--- src/rtl/mmio_timer.sv ---
// Memory-mapped 64-bit prescaled timer with compare, sticky match flag and level IRQ.
// Same-cycle combinational read data; writes land at the clock edge with byte-lane masking.
module mmio_timer #(
  parameter int unsigned DW      = 32,
  parameter int unsigned PRESC_W = 16
) (
  input  logic          clk_i,
  input  logic          rst_i,
  input  logic          cs,
  input  logic          we,
  input  logic          re,
  input  logic [3:0]    mask,
  input  logic [DW-1:0] addr_i,
  input  logic [DW-1:0] wdata_i,
  output logic [DW-1:0] rdata_o,
  output logic          irq_o
);

  typedef enum logic [2:0] {
    REG_MTIME_LO = 3'd0,
    REG_MTIME_HI = 3'd1,
    REG_CMP_LO   = 3'd2,
    REG_CMP_HI   = 3'd3,
    REG_CTRL     = 3'd4,
    REG_PRESC    = 3'd5,
    REG_STATUS   = 3'd6,
    REG_RSVD     = 3'd7
  } reg_idx_e;

  logic [63:0]        mtime;
  logic [63:0]        mtimecmp;
  logic [31:0]        hi_shadow;
  logic [PRESC_W-1:0] presc;
  logic [PRESC_W-1:0] presc_cnt;
  logic               en;
  logic               irq_en;
  logic               pending;

  reg_idx_e    idx;
  logic [31:0] wd;
  logic        wr_en;
  logic        mtime_wr;
  logic        presc_wr;
  logic        snap;
  logic        tick;
  logic        match;
  logic        w1c;
  logic [31:0] presc_merged;
  logic [31:0] rd_word;

  function automatic logic [31:0] merge_lanes(input logic [31:0] old_v,
                                              input logic [31:0] new_v,
                                              input logic [3:0]  lanes);
    logic [31:0] r;
    r = old_v;
    for (int unsigned i = 0; i < 4; i++) begin
      if (lanes[i]) r[8*i +: 8] = new_v[8*i +: 8];
    end
    return r;
  endfunction

  assign idx      = reg_idx_e'(addr_i[4:2]);
  assign wd       = wdata_i[31:0];
  // A zero mask is a full no-op, including the prescaler restart side effects.
  assign wr_en    = !cs && we && (mask != '0);
  assign mtime_wr = wr_en && ((idx == REG_MTIME_LO) || (idx == REG_MTIME_HI));
  assign presc_wr = wr_en && (idx == REG_PRESC);
  assign snap     = !cs && re && !we && (idx == REG_MTIME_LO);
  assign tick     = en && (presc_cnt == presc);
  assign match    = en && (mtime >= mtimecmp);
  assign w1c      = wr_en && (idx == REG_STATUS) && mask[0] && wd[0];

  assign presc_merged = merge_lanes(32'(presc), wd, mask);

  logic unused_bits;
  assign unused_bits = ^{addr_i[DW-1:5], addr_i[1:0], presc_merged[31:PRESC_W]};

  // A software write to mtime suppresses that cycle's increment and restarts the prescaler.
  always_ff @(posedge clk_i or posedge rst_i) begin
    if (rst_i) begin
      mtime     <= '0;
      presc_cnt <= '0;
    end else if (mtime_wr) begin
      if (idx == REG_MTIME_LO) mtime[31:0]  <= merge_lanes(mtime[31:0], wd, mask);
      else                     mtime[63:32] <= merge_lanes(mtime[63:32], wd, mask);
      presc_cnt <= '0;
    end else begin
      if (tick) mtime <= mtime + 64'd1;
      if (presc_wr || tick) presc_cnt <= '0;
      else if (en)          presc_cnt <= presc_cnt + PRESC_W'(1);
    end
  end

  always_ff @(posedge clk_i or posedge rst_i) begin
    if (rst_i) begin
      mtimecmp <= '1;
      presc    <= '0;
      en       <= 1'b0;
      irq_en   <= 1'b0;
    end else if (wr_en) begin
      case (idx)
        REG_CMP_LO: mtimecmp[31:0]  <= merge_lanes(mtimecmp[31:0], wd, mask);
        REG_CMP_HI: mtimecmp[63:32] <= merge_lanes(mtimecmp[63:32], wd, mask);
        REG_CTRL: begin
          if (mask[0]) begin
            en     <= wd[0];
            irq_en <= wd[1];
          end
        end
        REG_PRESC:  presc <= presc_merged[PRESC_W-1:0];
        default: ;
      endcase
    end
  end

  always_ff @(posedge clk_i or posedge rst_i) begin
    if (rst_i)     hi_shadow <= '0;
    else if (snap) hi_shadow <= mtime[63:32];
  end

  // Set has priority over W1C so a live match can never be lost.
  always_ff @(posedge clk_i or posedge rst_i) begin
    if (rst_i)      pending <= 1'b0;
    else if (match) pending <= 1'b1;
    else if (w1c)   pending <= 1'b0;
  end

  assign irq_o = pending & irq_en;

  always_comb begin
    rd_word = '0;
    if (!cs) begin
      case (idx)
        REG_MTIME_LO: rd_word = mtime[31:0];
        REG_MTIME_HI: rd_word = hi_shadow;
        REG_CMP_LO:   rd_word = mtimecmp[31:0];
        REG_CMP_HI:   rd_word = mtimecmp[63:32];
        REG_CTRL:     rd_word = {30'd0, irq_en, en};
        REG_PRESC:    rd_word = 32'(presc);
        REG_STATUS:   rd_word = {31'd0, pending};
        default:      rd_word = '0;
      endcase
    end
  end

  assign rdata_o = DW'(rd_word);

endmodule

--- config.mk ---
export PLATFORM = sky130hd
export DESIGN_NAME = mmio_timer
export DESIGN_NICKNAME = d
export VERILOG_FILES = /design/src/rtl/mmio_timer.sv
export SDC_FILE = /design/constraint.sdc
export NUM_CORES = 1
export LEC_CHECK = 0
export CORE_ASPECT_RATIO = 1.75
export CORE_MARGIN = 2
export CORE_UTILIZATION = 54
export DETAILED_ROUTE_END_ITERATION = 7
export PLACE_DENSITY_LB_ADDON = 0.25
export SLEW_MARGIN = 30
export SYNTH_ARGS = -nofsm -noshare
export SYNTH_HDL_FRONTEND = slang
export SYNTH_SLANG_ARGS = --single-unit
--- constraint.sdc ---
create_clock -name clk_i -period 7.1 [get_ports clk_i]
set_clock_uncertainty 0.1 [all_clocks]
set_input_delay 1.775 -clock clk_i [delete_from_list [all_inputs] [get_ports clk_i]]
set_output_delay 1.775 -clock clk_i [all_outputs]
set_load 0.01 [all_outputs]
==> results.txt <==
* Outcome: finished, final reports clean
- In this run the power density over the cells is 237 mW/mm².
- Across the VDD grid, the largest voltage drop is 0.148 mV.
* Number of global-route vias before repair: 11231
- Net switching component of the power: 1060 µW
- Sequential element share of the synthesized area: 0.396
- Source-to-sink clock delay at the later pin of the worst-skew pair: 0.46 ns
- Pin slew with the least headroom to its limit: 1.00 ns
- The routed layout has 11142 vias.
- Initial antenna violation count: 1
* Cell internal pwr: 2300 µW
- Portion of total power attributed to combinational logic: 0.225
- In this run, synthesis inferred 0 flip-flops with an integrated enable.
* Row cnt: 73
* Worst hold path class: reg -> reg
- Half-perimeter wire length after detailed placement: 28200 µm
- Hold repair after CTS inserted 0 buffers.
* Unrepaired setup endpoints after global routing: no
- At the end of routability-driven placement, the weighted congestion stood at 0.952.
- Dividing the detail-routed wire length by the instance count gives 23.3 µm.
- Count of maximum capacitance violations: 0
- After the last flow step, the layout net total stands at approximately 1500.
- Of the cells placed in the final design, the portion with a size suffix greater than 1 is 0.180.
* Number of sinks handled by clock tree synthesis: 195
* Sw Share: 0.315
- The number of different library cells used by synthesis comes to 72.
* Count of antenna-violating nets left after detailed routing: 0
- For this run, the total global-route usage over all layers was measured as 0.325.
- Entering global routing, the biggest net connects between 100 and 150 pins.
- Synthesis produced a netlist whose cell count is ~1300.
- In this run the count of I/O pins placed on the die edge is roughly 110.
- CP arrival: 4.51 ns
* Average cell area after synthesis: 9.44 µm²
- CTS Root Buffer Type: clkbuf_16
- CTS max path bufs: 2
- The worst setup path is captured at a primary output.
- Clock-pin slew was measured on the worst setup and hold paths at 0.07 ns.
- Relative slew margins: 0.331
* N_diodes: 0
- Shortest period the worst path allows: between 6 and 7 ns
- Critical Setup Path Class: in -> out
- Total Die Area: roughly 0.024 mm²
* Starting DRC count in detailed routing: ~890
* Part of the power in the clock network: 0.317
- Final Hold Vio Count: 0
- In the routed layout, each cell is associated on average with a via count of around 6.7.
- Number of levels the H-tree was split into: 4
* Maximum fanout along the worst path: 17
* Portion of total power attributed to sequential cells: 0.458
- Post-route total power: around 3400 µW
* Period utilisation layout: 0.900
- The worst setup path is launched from a primary input.
* Die height: 205 µm
* Static Leakage: 0.00584 µW
- For this run the aggregate overflow at the end of global routing stands at 0.
- The max-slew violation total from the final report came to 0.
- Relative to the synthesized area, the layout overhead comes to 12.9%.
- Sum Neg Setup Slack: 0 ns
* Routed Wire Length: 38900 µm
- Placeable core area: 0.0227 mm²
* Peak Freq: 0.157 GHz
* Post-CTS sizing: 0
- The number of nets handed over by synthesis was 1465.
- Input and output buffers added on the ports amount to 76.
* X dimension of the die: 119 µm
- The number of setup buffers added after CTS is 0.
* Post-route DRC: 0
- Number of buffers inserted during clock tree synthesis: 17
- TritonCTS built the clock tree.
- The first global-routing pass estimated 61000 µm of wire.
- For this run, the detailed router's first-pass iteration total came to 7.
- The synthesized netlist occupies a cell area of 0.0125 mm².
- Synthesis inferred slightly below 200 register bits.
* WP data required: 5.22 ns
* Top flip-flop cell by instance count after synthesis: dfrtp_1
- The Yosys step of the flow raised 0 warnings.
* Initial Utilization: 0.550
- Setup violations remaining at the end of the flow were counted as 0.
- In the synthesized netlist the async set-or-reset flop fraction comes to 1.00.
-- cells by family (layout without fill, tap and decap cells) --
group           count (synthesis)  after routing  synth area share
buf+inv                       161            206            0.0509
simple gates                  367            367             0.159
compound gates                412            412             0.221
fa+ha+maj                      66             66            0.0660
xor+xnor                       27             27            0.0189
flops                         195            195             0.396
mux                            98             98            0.0886
-- through the flow --
step	hold slack (ns)	instances	instance area [µm²]	utilization	setup WS, ns
3_3_place_gp	0.362	1640	13500	0.593	0.818
2_1_floorplan	0.350	1326	12500	-	0.0187
3_5_place_dp	0.372	1640	13500	0.594	0.792
5_1_grt	0.416	1671	14100	0.622	0.661
6_report	0.388	1671	14100	0.622	0.713
4_1_cts	0.388	1671	14100	0.622	0.789
-- sequential cells by signal, summed over array words and instances, names as in the netlist --
register,count
pending,1
hi_shadow,32
mtime,64
irq_en,1
presc_cnt,16
presc,16
en,1
mtimecmp,64
-- power by group through the flow --
stage          Combinational (µW)  Clock [µW]  Sequential (µW)
4_1_cts                       753        1070             1530
3_3_place_gp                  721           0             1540
5_1_grt                       844        1110             1560
2_1_floorplan                 528           0             1470
6_report                      756        1060             1540
3_5_place_dp                  745           0             1550
-- worst max-delay path, stage by stage --
cell             delay [ns]
clkdlybuf4s50_1        0.88
and2_1                 0.21
buf_4                  0.23
a21o_1                 0.72
a21oi_1                0.16
clkdlybuf4s50_1        0.53
-- worst paths after layout --
check	start	to	slack, ns	cells after the start
hold reg to reg	hi_shadow[29]	hi_shadow[29]	0.39	2
setup reg to reg	mtime[1]	mtime[48]	3.60	8
max in group asynchronous	rst_i	hi_shadow[19]	4.01	3
hold / removal	hi_shadow[29]	hi_shadow[29]	0.39	2
min in group asynchronous	rst_i	hi_shadow[3]	1.76	2
setup / recovery	addr_i[4]	rdata_o[31]	0.71	6
-- synth_stat cells, types with 3 or more instances --
library cell	number	share of area
buf_2	20	0.0080
nand2_2	5	0.0025
dfrtp_1	131	0.26
a21o_1	7	0.0042
nor4_4	3	0.0051
xnor2_1	6	0.0042
nand4_1	29	0.014
nor4_1	10	0.0050
nand3_1	30	0.012
nand2_1	80	0.024
nor3_1	17	0.0068
a41oi_1	11	0.0077
and3_1	22	0.011
mux2_2	93	0.084
and4_1	14	0.0098
buf_1	9	0.0027
nand2b_1	3	0.0015
o22ai_1	6	0.0030
and2_0	8	0.0040
o21ai_0	54	0.022
a31oi_1	42	0.021
dfstp_2	64	0.13
clkbuf_1	52	0.016
o211ai_1	4	0.0024
ha_1	66	0.066
a221oi_1	4	0.0028
or3_1	5	0.0025
and2_1	14	0.0070
o2bb2a_1	9	0.0072
a21oi_1	114	0.046
inv_1	79	0.024
a211oi_1	3	0.0018
a32oi_1	3	0.0021
xor2_1	21	0.015
o22a_1	66	0.046
nor2_1	96	0.029
a22oi_1	72	0.043
mux2i_1	4	0.0032
nor2b_1	5	0.0025
-- per-layer routing --
layer | GRT usage | routed length [µm] | vias to the layer above
li1 | - | - | 5011
met1 | 0.358 | 14200 | 5437
met2 | 0.570 | 19900 | 527
met3 | 0.0540 | 2190 | 167
met4 | 0.221 | 2690 | 0
met5 | 0 | 0 | -
-- cells in the final DEF (no fill, tap or decap), drive strengths merged, types with 3 or more instances in the layout --
master	synthesis	routed
o22ai	6	6
a21oi	114	114
buf	30	21
xnor2	6	6
a41oi	11	11
a221oi	4	4
nor3	18	18
clkbuf	52	19
nand2b	4	4
and2	24	24
nand4	30	30
o22a	67	67
xor2	21	21
nor4	15	15
a32oi	3	3
bufinv	0	4
o2bb2a	9	9
clkdlybuf4s50	0	75
clkinvlp	0	5
and3	25	25
o21ai	55	55
a211oi	3	3
dfstp	64	64
and4	14	14
nand2	85	85
o211ai	4	4
a31oi	42	42
nor2b	5	5
or3	6	6
a22oi	72	72
nand3	32	32
mux2i	4	4
a21o	7	7
inv	79	80
mux2	93	93
or4	4	4
dfrtp	131	131
nor2	97	97
ha	66	66
-- cell type report --
| type | instances | area (µm²) |
|---|---|---|
| sequential | 195 | 4960 |
| clock inverter | 12 | 180 |
| timing repair buffer | 96 | 906 |
| multi-input combinational | 970 | 6960 |
| tap | 300 | 375 |
| inverter | 79 | 304 |
| fill | 1903 | 8610 |
| clock buffer | 19 | 453 |
(Power assumes the default switching activity.)
